**src/rtl/lut_dds_multich.sv**
```systemverilog
// lut_dds_multich: multi-channel DDS sharing one quarter-wave LUT with mirror reconstruction.
// Optional amplitude stage is built when LUT_DDS_AMP_SCALE_EN is defined.
module lut_dds_multich #(
    parameter int unsigned NUM_CH      = 4,
    parameter int unsigned BIT_WIDTH   = 12,
    parameter int unsigned LUT_DEPTH   = 64,
    parameter int unsigned PHASE_WIDTH = 16,
    parameter int unsigned AMP_WIDTH   = 8,
    localparam int unsigned CH_W       = (NUM_CH > 1) ? $clog2(NUM_CH) : 1,
    localparam int unsigned ADDR_W     = $clog2(LUT_DEPTH)
) (
    input  logic                        CLK_SYS,
    input  logic                        nRST,
    input  logic                        EN,
    input  logic                        SAMPLE_TICK,
    input  logic                        PHASE_CLR,
    input  logic                        LUT_WE,
    input  logic [ADDR_W-1:0]           LUT_ADDR,
    input  logic [BIT_WIDTH-2:0]        LUT_DATA,
    input  logic                        CFG_WE,
    input  logic [CH_W-1:0]             CFG_CH,
    input  logic [1:0]                  CFG_SEL,
    input  logic [PHASE_WIDTH-1:0]      CFG_DATA,
    output logic                        OUT_VALID,
    output logic [CH_W-1:0]             OUT_CH,
    output logic signed [BIT_WIDTH-1:0] OUT_DATA,
    output logic                        FRAME_DONE,
    output logic                        BUSY,
    output logic                        OVERRUN
);

    localparam int unsigned MAG_W   = BIT_WIDTH - 1;
    localparam int unsigned TOP_W   = 2 + ADDR_W;
    localparam int unsigned FRAC_W  = PHASE_WIDTH - TOP_W;
    localparam logic [CH_W-1:0] LAST_CH = CH_W'(NUM_CH - 1);

    typedef enum logic {
        ST_IDLE,
        ST_ISSUE
    } state_t;

    // Sequencer
    state_t                 state_q, state_d;
    logic [CH_W-1:0]        ch_q, ch_d;
    logic                   busy_q, busy_d;
    logic                   overrun_q, overrun_d;
    logic                   issue_c;

    // Per-channel configuration and phase state
    logic [PHASE_WIDTH-1:0] acc_q [NUM_CH];
    logic [PHASE_WIDTH-1:0] acc_d [NUM_CH];
    logic [PHASE_WIDTH-1:0] ftw_q [NUM_CH];
    logic [PHASE_WIDTH-1:0] ftw_d [NUM_CH];
    logic [PHASE_WIDTH-1:0] off_q [NUM_CH];
    logic [PHASE_WIDTH-1:0] off_d [NUM_CH];

    // Quarter-wave magnitude table, not reset
    logic [MAG_W-1:0]       lut_mem [LUT_DEPTH];

    // Pipeline
    logic [PHASE_WIDTH-1:0] phase_c;
    logic [TOP_W-1:0]       phase_top_c;
    logic [1:0]             quad_c;
    logic [ADDR_W-1:0]      addr_c;

    logic                   s1_vld_q, s1_vld_d;
    logic [CH_W-1:0]        s1_ch_q, s1_ch_d;
    logic [ADDR_W-1:0]      s1_addr_q, s1_addr_d;
    logic                   s1_neg_q, s1_neg_d;

    logic                   s2_vld_q, s2_vld_d;
    logic [CH_W-1:0]        s2_ch_q, s2_ch_d;
    logic [MAG_W-1:0]       s2_m_q, s2_m_d;
    logic                   s2_neg_q, s2_neg_d;

    logic signed [BIT_WIDTH-1:0] mirror_c;
    logic [CH_W-1:0]             src_ch_c;
    logic signed [BIT_WIDTH-1:0] src_data_c;

    logic                        out_valid_q, out_valid_d;
    logic [CH_W-1:0]             out_ch_q, out_ch_d;
    logic signed [BIT_WIDTH-1:0] out_data_q, out_data_d;
    logic                        frame_done_q, frame_done_d;

`ifdef LUT_DDS_AMP_SCALE_EN
    localparam int unsigned PROD_W = BIT_WIDTH + AMP_WIDTH + 1;
    localparam logic [AMP_WIDTH-1:0] AMP_UNITY = AMP_WIDTH'(1 << (AMP_WIDTH - 1));
    localparam logic signed [PROD_W-1:0] SAT_MAX = PROD_W'((1 << (BIT_WIDTH - 1)) - 1);
    localparam logic signed [PROD_W-1:0] SAT_MIN = ~SAT_MAX;

    logic [AMP_WIDTH-1:0]        amp_q [NUM_CH];
    logic [AMP_WIDTH-1:0]        amp_d [NUM_CH];
    logic [AMP_WIDTH-1:0]        s1_amp_q, s1_amp_d;
    logic [AMP_WIDTH-1:0]        s2_amp_q, s2_amp_d;
    logic                        s3_vld_q, s3_vld_d;
    logic [CH_W-1:0]             s3_ch_q, s3_ch_d;
    logic signed [BIT_WIDTH-1:0] s3_data_q, s3_data_d;
    logic [AMP_WIDTH-1:0]        s3_amp_q, s3_amp_d;
    logic signed [PROD_W-1:0]    prod_c;
    logic signed [PROD_W-1:0]    scaled_c;
    logic signed [BIT_WIDTH-1:0] sat_c;
`endif

    // Frame sequencer: a tick on the last issue cycle chains the next frame
    always_comb begin
        state_d   = state_q;
        ch_d      = ch_q;
        issue_c   = 1'b0;
        overrun_d = 1'b0;
        if (!EN) begin
            state_d = ST_IDLE;
            ch_d    = '0;
        end else begin
            case (state_q)
                ST_IDLE: begin
                    if (SAMPLE_TICK) begin
                        state_d = ST_ISSUE;
                        ch_d    = '0;
                    end
                end
                ST_ISSUE: begin
                    issue_c = 1'b1;
                    if (ch_q == LAST_CH) begin
                        ch_d = '0;
                        if (!SAMPLE_TICK) begin
                            state_d = ST_IDLE;
                        end
                    end else begin
                        ch_d      = ch_q + CH_W'(1);
                        overrun_d = SAMPLE_TICK;
                    end
                end
                default: state_d = ST_IDLE;
            endcase
        end
        busy_d = (state_d == ST_ISSUE);
    end

    // Channel registers: clear beats preload beats accumulate
    always_comb begin
        for (int c = 0; c < NUM_CH; c++) begin
            acc_d[c] = acc_q[c];
            ftw_d[c] = ftw_q[c];
            off_d[c] = off_q[c];
            if (issue_c && (ch_q == CH_W'(c))) begin
                acc_d[c] = acc_q[c] + ftw_q[c];
            end
            if (CFG_WE && (CFG_CH == CH_W'(c))) begin
                case (CFG_SEL)
                    2'd0:    ftw_d[c] = CFG_DATA;
                    2'd1:    off_d[c] = CFG_DATA;
                    2'd3:    acc_d[c] = CFG_DATA;
                    default: ;
                endcase
            end
            if (PHASE_CLR) begin
                acc_d[c] = '0;
            end
        end
    end

`ifdef LUT_DDS_AMP_SCALE_EN
    always_comb begin
        for (int c = 0; c < NUM_CH; c++) begin
            amp_d[c] = amp_q[c];
            if (CFG_WE && (CFG_SEL == 2'd2) && (CFG_CH == CH_W'(c))) begin
                amp_d[c] = CFG_DATA[AMP_WIDTH-1:0];
            end
        end
    end
`endif

    always_ff @(posedge CLK_SYS) begin
        if (LUT_WE) begin
            lut_mem[LUT_ADDR] <= LUT_DATA;
        end
    end

    // Address, LUT read and mirror stages
    always_comb begin
        phase_c     = acc_q[ch_q] + off_q[ch_q];
        phase_top_c = TOP_W'(phase_c >> FRAC_W);
        quad_c      = phase_top_c[TOP_W-1 -: 2];
        addr_c      = phase_top_c[ADDR_W-1:0];

        s1_vld_d  = issue_c;
        s1_ch_d   = ch_q;
        s1_addr_d = quad_c[0] ? ~addr_c : addr_c;
        s1_neg_d  = quad_c[1];

        s2_vld_d  = EN && s1_vld_q;
        s2_ch_d   = s1_ch_q;
        s2_m_d    = lut_mem[s1_addr_q];
        s2_neg_d  = s1_neg_q;

        mirror_c  = s2_neg_q ? {1'b1, ~s2_m_q} : {1'b0, s2_m_q};
    end

    // Output stage: amplitude scaling with saturation when present
    always_comb begin
`ifdef LUT_DDS_AMP_SCALE_EN
        s1_amp_d  = amp_q[ch_q];
        s2_amp_d  = s1_amp_q;
        s3_vld_d  = EN && s2_vld_q;
        s3_ch_d   = s2_ch_q;
        s3_data_d = mirror_c;
        s3_amp_d  = s2_amp_q;

        prod_c   = PROD_W'(s3_data_q) * PROD_W'($signed({1'b0, s3_amp_q}));
        scaled_c = prod_c >>> (AMP_WIDTH - 1);
        if (scaled_c > SAT_MAX) begin
            sat_c = BIT_WIDTH'(SAT_MAX);
        end else if (scaled_c < SAT_MIN) begin
            sat_c = BIT_WIDTH'(SAT_MIN);
        end else begin
            sat_c = BIT_WIDTH'(scaled_c);
        end

        out_valid_d = EN && s3_vld_q;
        src_ch_c    = s3_ch_q;
        src_data_c  = sat_c;
`else
        out_valid_d = EN && s2_vld_q;
        src_ch_c    = s2_ch_q;
        src_data_c  = mirror_c;
`endif
        out_ch_d     = out_valid_d ? src_ch_c : out_ch_q;
        out_data_d   = out_valid_d ? src_data_c : out_data_q;
        frame_done_d = out_valid_d && (src_ch_c == LAST_CH);
    end

    always_ff @(posedge CLK_SYS) begin
        if (!nRST) begin
            state_q      <= ST_IDLE;
            ch_q         <= '0;
            busy_q       <= 1'b0;
            overrun_q    <= 1'b0;
            for (int c = 0; c < NUM_CH; c++) begin
                acc_q[c] <= '0;
                ftw_q[c] <= '0;
                off_q[c] <= '0;
            end
            s1_vld_q     <= 1'b0;
            s1_ch_q      <= '0;
            s1_addr_q    <= '0;
            s1_neg_q     <= 1'b0;
            s2_vld_q     <= 1'b0;
            s2_ch_q      <= '0;
            s2_m_q       <= '0;
            s2_neg_q     <= 1'b0;
            out_valid_q  <= 1'b0;
            out_ch_q     <= '0;
            out_data_q   <= '0;
            frame_done_q <= 1'b0;
        end else begin
            state_q      <= state_d;
            ch_q         <= ch_d;
            busy_q       <= busy_d;
            overrun_q    <= overrun_d;
            for (int c = 0; c < NUM_CH; c++) begin
                acc_q[c] <= acc_d[c];
                ftw_q[c] <= ftw_d[c];
                off_q[c] <= off_d[c];
            end
            s1_vld_q     <= s1_vld_d;
            s1_ch_q      <= s1_ch_d;
            s1_addr_q    <= s1_addr_d;
            s1_neg_q     <= s1_neg_d;
            s2_vld_q     <= s2_vld_d;
            s2_ch_q      <= s2_ch_d;
            s2_m_q       <= s2_m_d;
            s2_neg_q     <= s2_neg_d;
            out_valid_q  <= out_valid_d;
            out_ch_q     <= out_ch_d;
            out_data_q   <= out_data_d;
            frame_done_q <= frame_done_d;
        end
    end

`ifdef LUT_DDS_AMP_SCALE_EN
    always_ff @(posedge CLK_SYS) begin
        if (!nRST) begin
            for (int c = 0; c < NUM_CH; c++) begin
                amp_q[c] <= AMP_UNITY;
            end
            s1_amp_q  <= '0;
            s2_amp_q  <= '0;
            s3_vld_q  <= 1'b0;
            s3_ch_q   <= '0;
            s3_data_q <= '0;
            s3_amp_q  <= '0;
        end else begin
            for (int c = 0; c < NUM_CH; c++) begin
                amp_q[c] <= amp_d[c];
            end
            s1_amp_q  <= s1_amp_d;
            s2_amp_q  <= s2_amp_d;
            s3_vld_q  <= s3_vld_d;
            s3_ch_q   <= s3_ch_d;
            s3_data_q <= s3_data_d;
            s3_amp_q  <= s3_amp_d;
        end
    end
`endif

    assign OUT_VALID  = out_valid_q;
    assign OUT_CH     = out_ch_q;
    assign OUT_DATA   = out_data_q;
    assign FRAME_DONE = frame_done_q;
    assign BUSY       = busy_q;
    assign OVERRUN    = overrun_q;

endmodule
```
**config.mk**
```make
export PLATFORM = sky130hd
export DESIGN_NAME = lut_dds_multich
export DESIGN_NICKNAME = d
export VERILOG_FILES = /design/src/rtl/lut_dds_multich.sv
export SDC_FILE = /design/constraint.sdc
export NUM_CORES = 1
export LEC_CHECK = 0
export CAP_MARGIN = 25
export CORE_MARGIN = 10
export CORE_UTILIZATION = 45
export CTS_CLUSTER_DIAMETER = 80
export CTS_CLUSTER_SIZE = 25
export DETAILED_ROUTE_END_ITERATION = 16
export PLACE_DENSITY_LB_ADDON = 0.2
export SLEW_MARGIN = 20
export SYNTH_ARGS = -nofsm -noshare
export SYNTH_HDL_FRONTEND = slang
export SYNTH_SLANG_ARGS = --single-unit
```
**constraint.sdc**
```tcl
create_clock -name CLK_SYS -period 4.2 [get_ports CLK_SYS]
set_clock_uncertainty 0.2 [all_clocks]
set_input_delay 0.84 -clock CLK_SYS [delete_from_list [all_inputs] [get_ports CLK_SYS]]
set_output_delay 0.84 -clock CLK_SYS [all_outputs]
set_load 0.1 [all_outputs]
```
==> flow_summary.toml <==
[outcome]
status = "completed"

[sta]
setup_tns_ps = 0
timing.fmax_mhz = 272
tightestPinTransition_ps = 1030
hold_violations = 0
fin_crit_sh = 0.875
setup_violations = 0
final_max_slew_viol_count = 0
period_needed_ps = 3670
rsz0062_at_grt = "false"
timing.slew.headroom = 0.311

[logic_synthesis]
ys_top_cells_by_count = "edfxtp_1, nand2_1, mux4_2"
synth_cell_types = 68
synth.top_cell.area_share = 0.572
synth_most_common_cell = "edfxtp_1"
synth_edf_count = 768
yosysTopAreaCell = "edfxtp_1"
synthTopCellsByArea = "edfxtp_1, mux4_2, dfxtp_1"
synthArstFlopShare = 0
synth-seq-area-share = 0.659
ys_ff_latch = 943
yosysWarningCount = 0
synth.avg_cell_area_sq_um = 15.7
synth_top_flop_cell = "edfxtp_1"
synth_nets = 2689
syn_area_sq_um = 40300
syn_inst = 2563

[setup_path]
crit_type = "flop to flop"
worstSetupEndpointType = "flop"
max_stage_delay_ps = 700
crit_family = "simple AND/OR/NAND/NOR gates"
worst-path-buf-inv = 1
cp_slowest_cell = "dfxtp_2"
arrival_ps = 4020
cp.required_ps = 4540
cp_max_fo = 17
path_cells = "buf_4 -> mux4_2 -> ha_1 -> nor4bb_1 -> o21ai_1 -> nand3_2 -> xor2_4 -> xnor3_1 -> and2_1"
startpoint_type = "flop"
r2r-end = "s1_addr_q[2]$_SDFF_PN0_"
r2r_cells = 9
r2r_slack_ps = 530

[layout]
final_core_util = 0.503
synthToLayoutAreaGrowth_pct = 10.7
fillers = 7320
finalInstanceArea_sq_um = 44600
num-nets-final = 2802
layout-drive-gt1-share = 0.184
finalNonFillerCells = 3877

[routing]
wire_per_inst_microns = 26.2
drtPass1Iterations = 6
num_vias = 22900
routed_via_density = 5.91
drt_iter0_drc = 2470
wl_microns = 102000
final_antenna_net_count = 0
drc = 0

[die]
core_sq_um = 88600
floorplan.die_area_sq_um = 102000
fp.dieH_microns = 319
io_pins = 62
start_util = 0.455
rows = 109
die_width_microns = 319

[placement]
place_congestion = 0.895
placedCellCount = 3788
dp_hpwl_microns = 68400
port-buffer-count = 61
place_area_sq_um = 43000

[min_path]
hp-class = "flop to flop"
holdPathEnd = "s2_ch_q[0]$_SDFF_PN0_"
hp-start = "s1_ch_q[0]$_SDFF_PN0_"
whs_path_depth = 1

[grt]
grt_pass1_wl_microns = 152000
antenna_found_initial = 1
grt_pass1_vias = 22800
overflow = 0
grt_start_max_net_pins = 67
grt_usage = 0.196

[cts]
ctsHtreeMaxLevel = 2
clk_pin_slew_ps = 90
clockRootBuffer = "clkbuf_16"
clockBufferDepth = 3
clk-insertion-delay-late_ps = 650
clock_sinks = 943
cts_setup_buffers = 0
cts_tree = "yes"
cts_made_buffers = 48
postCtsHoldBufs = 0
cts-resized-gates = 0

[power]
power_density_nw_per_um2 = 393
max-vdd-ir-drop_mv = 0.442
p_total_uw = 17500
p_leak_uw = 0.0147

[run]
cap_violations = 0
[registers in the layout, summed over array words and instances (netlist names), 2 cells and up, named ones only]
register and flops:
ch_q 2, s1_addr_q 6, OUT_CH 2, off_q 64, OUT_DATA 12, s2_ch_q 2, lut_mem 704, ftw_q 64
s1_ch_q 2, s2_m_q 11, acc_q 64
[layout make-up]
cell class              count  area (sq um)  share of cell area
diodes                      1          2.50           0.0000561
clock buffers              67          1330              0.0297
clock inverters            18           201             0.00451
inverters                  15          56.3             0.00126
multi-input cells        1457         13100               0.293
flip-flops and latches    943         26600               0.596
well taps                1165          1460              0.0327
repair buffers            211          1910              0.0428
[metal layers]
layer	vias up	wire, microns	track usage
li1	10200	-	-
met1	11900	45300	0.284
met2	738	48800	0.319
met3	90	6260	0.0252
met4	2	1260	0.0322
met5	-	13	0
[worst register-to-register path: cells and delay by family, from the launching register on]
family | cells | cell delay (ps)
xor+xnor | 2 | 520
buf+inv | 1 | 310
compound gates | 1 | 160
simple gates | 3 | 810
fa+ha+maj | 1 | 370
mux | 1 | 510
flops | 1 | 700
[worst max-delay path by stage]
stage / startpoint / endpoint / slack, ps / cells past startpoint
detailed placement: flop / s1_addr_q[2]$_SDFF_PN0_ / 510 / 9
floorplan: flop / s1_addr_q[2]$_SDFF_PN0_ / 400 / 12
finish: flop / s1_addr_q[2]$_SDFF_PN0_ / 530 / 9
global placement: flop / s1_addr_q[2]$_SDFF_PN0_ / 470 / 9
CTS: flop / s1_addr_q[2]$_SDFF_PN0_ / 480 / 9
global route: flop / s1_addr_q[2]$_SDFF_PN0_ / 250 / 9
[logic make-up after synthesis]
logic type	share of synthesized area
AOI/OAI and AO/OA	0.0671
xor gates and xnor gates	0.0164
adders and majority gates	0.0262
buffers and inverters	0.0165
DFF	0.659
muxes	0.145
and+or+nand+nor	0.0697
[placed cells by master, fill, tap and decap left out, drive strengths merged, types with 24 or more instances in the layout]
cell type	n
clkbuf	67
a21oi	90
and2	77
inv	24
xnor2	50
o21ai	78
ha	78
dfxtp	175
a21o	26
mux4	240
nor2	139
buf	161
a21boi	73
edfxtp	768
nand3	29
nand2	272
clkdlybuf4s50	49
mux2i	25
[stage by stage]
stage / setup slack (ps) / hold WS (ps)
global placement: 472 / 221
CTS: 479 / 243
floorplan: 405 / 212
detailed placement: 509 / 222
finish: 526 / 241
global route: 251 / 255
[power breakdown]
part	internal [uW]	switching, uW
registers	10200	147
clock network	2360	3050
logic	818	963
total	13400	4160
(Power assumes the default switching activity.)
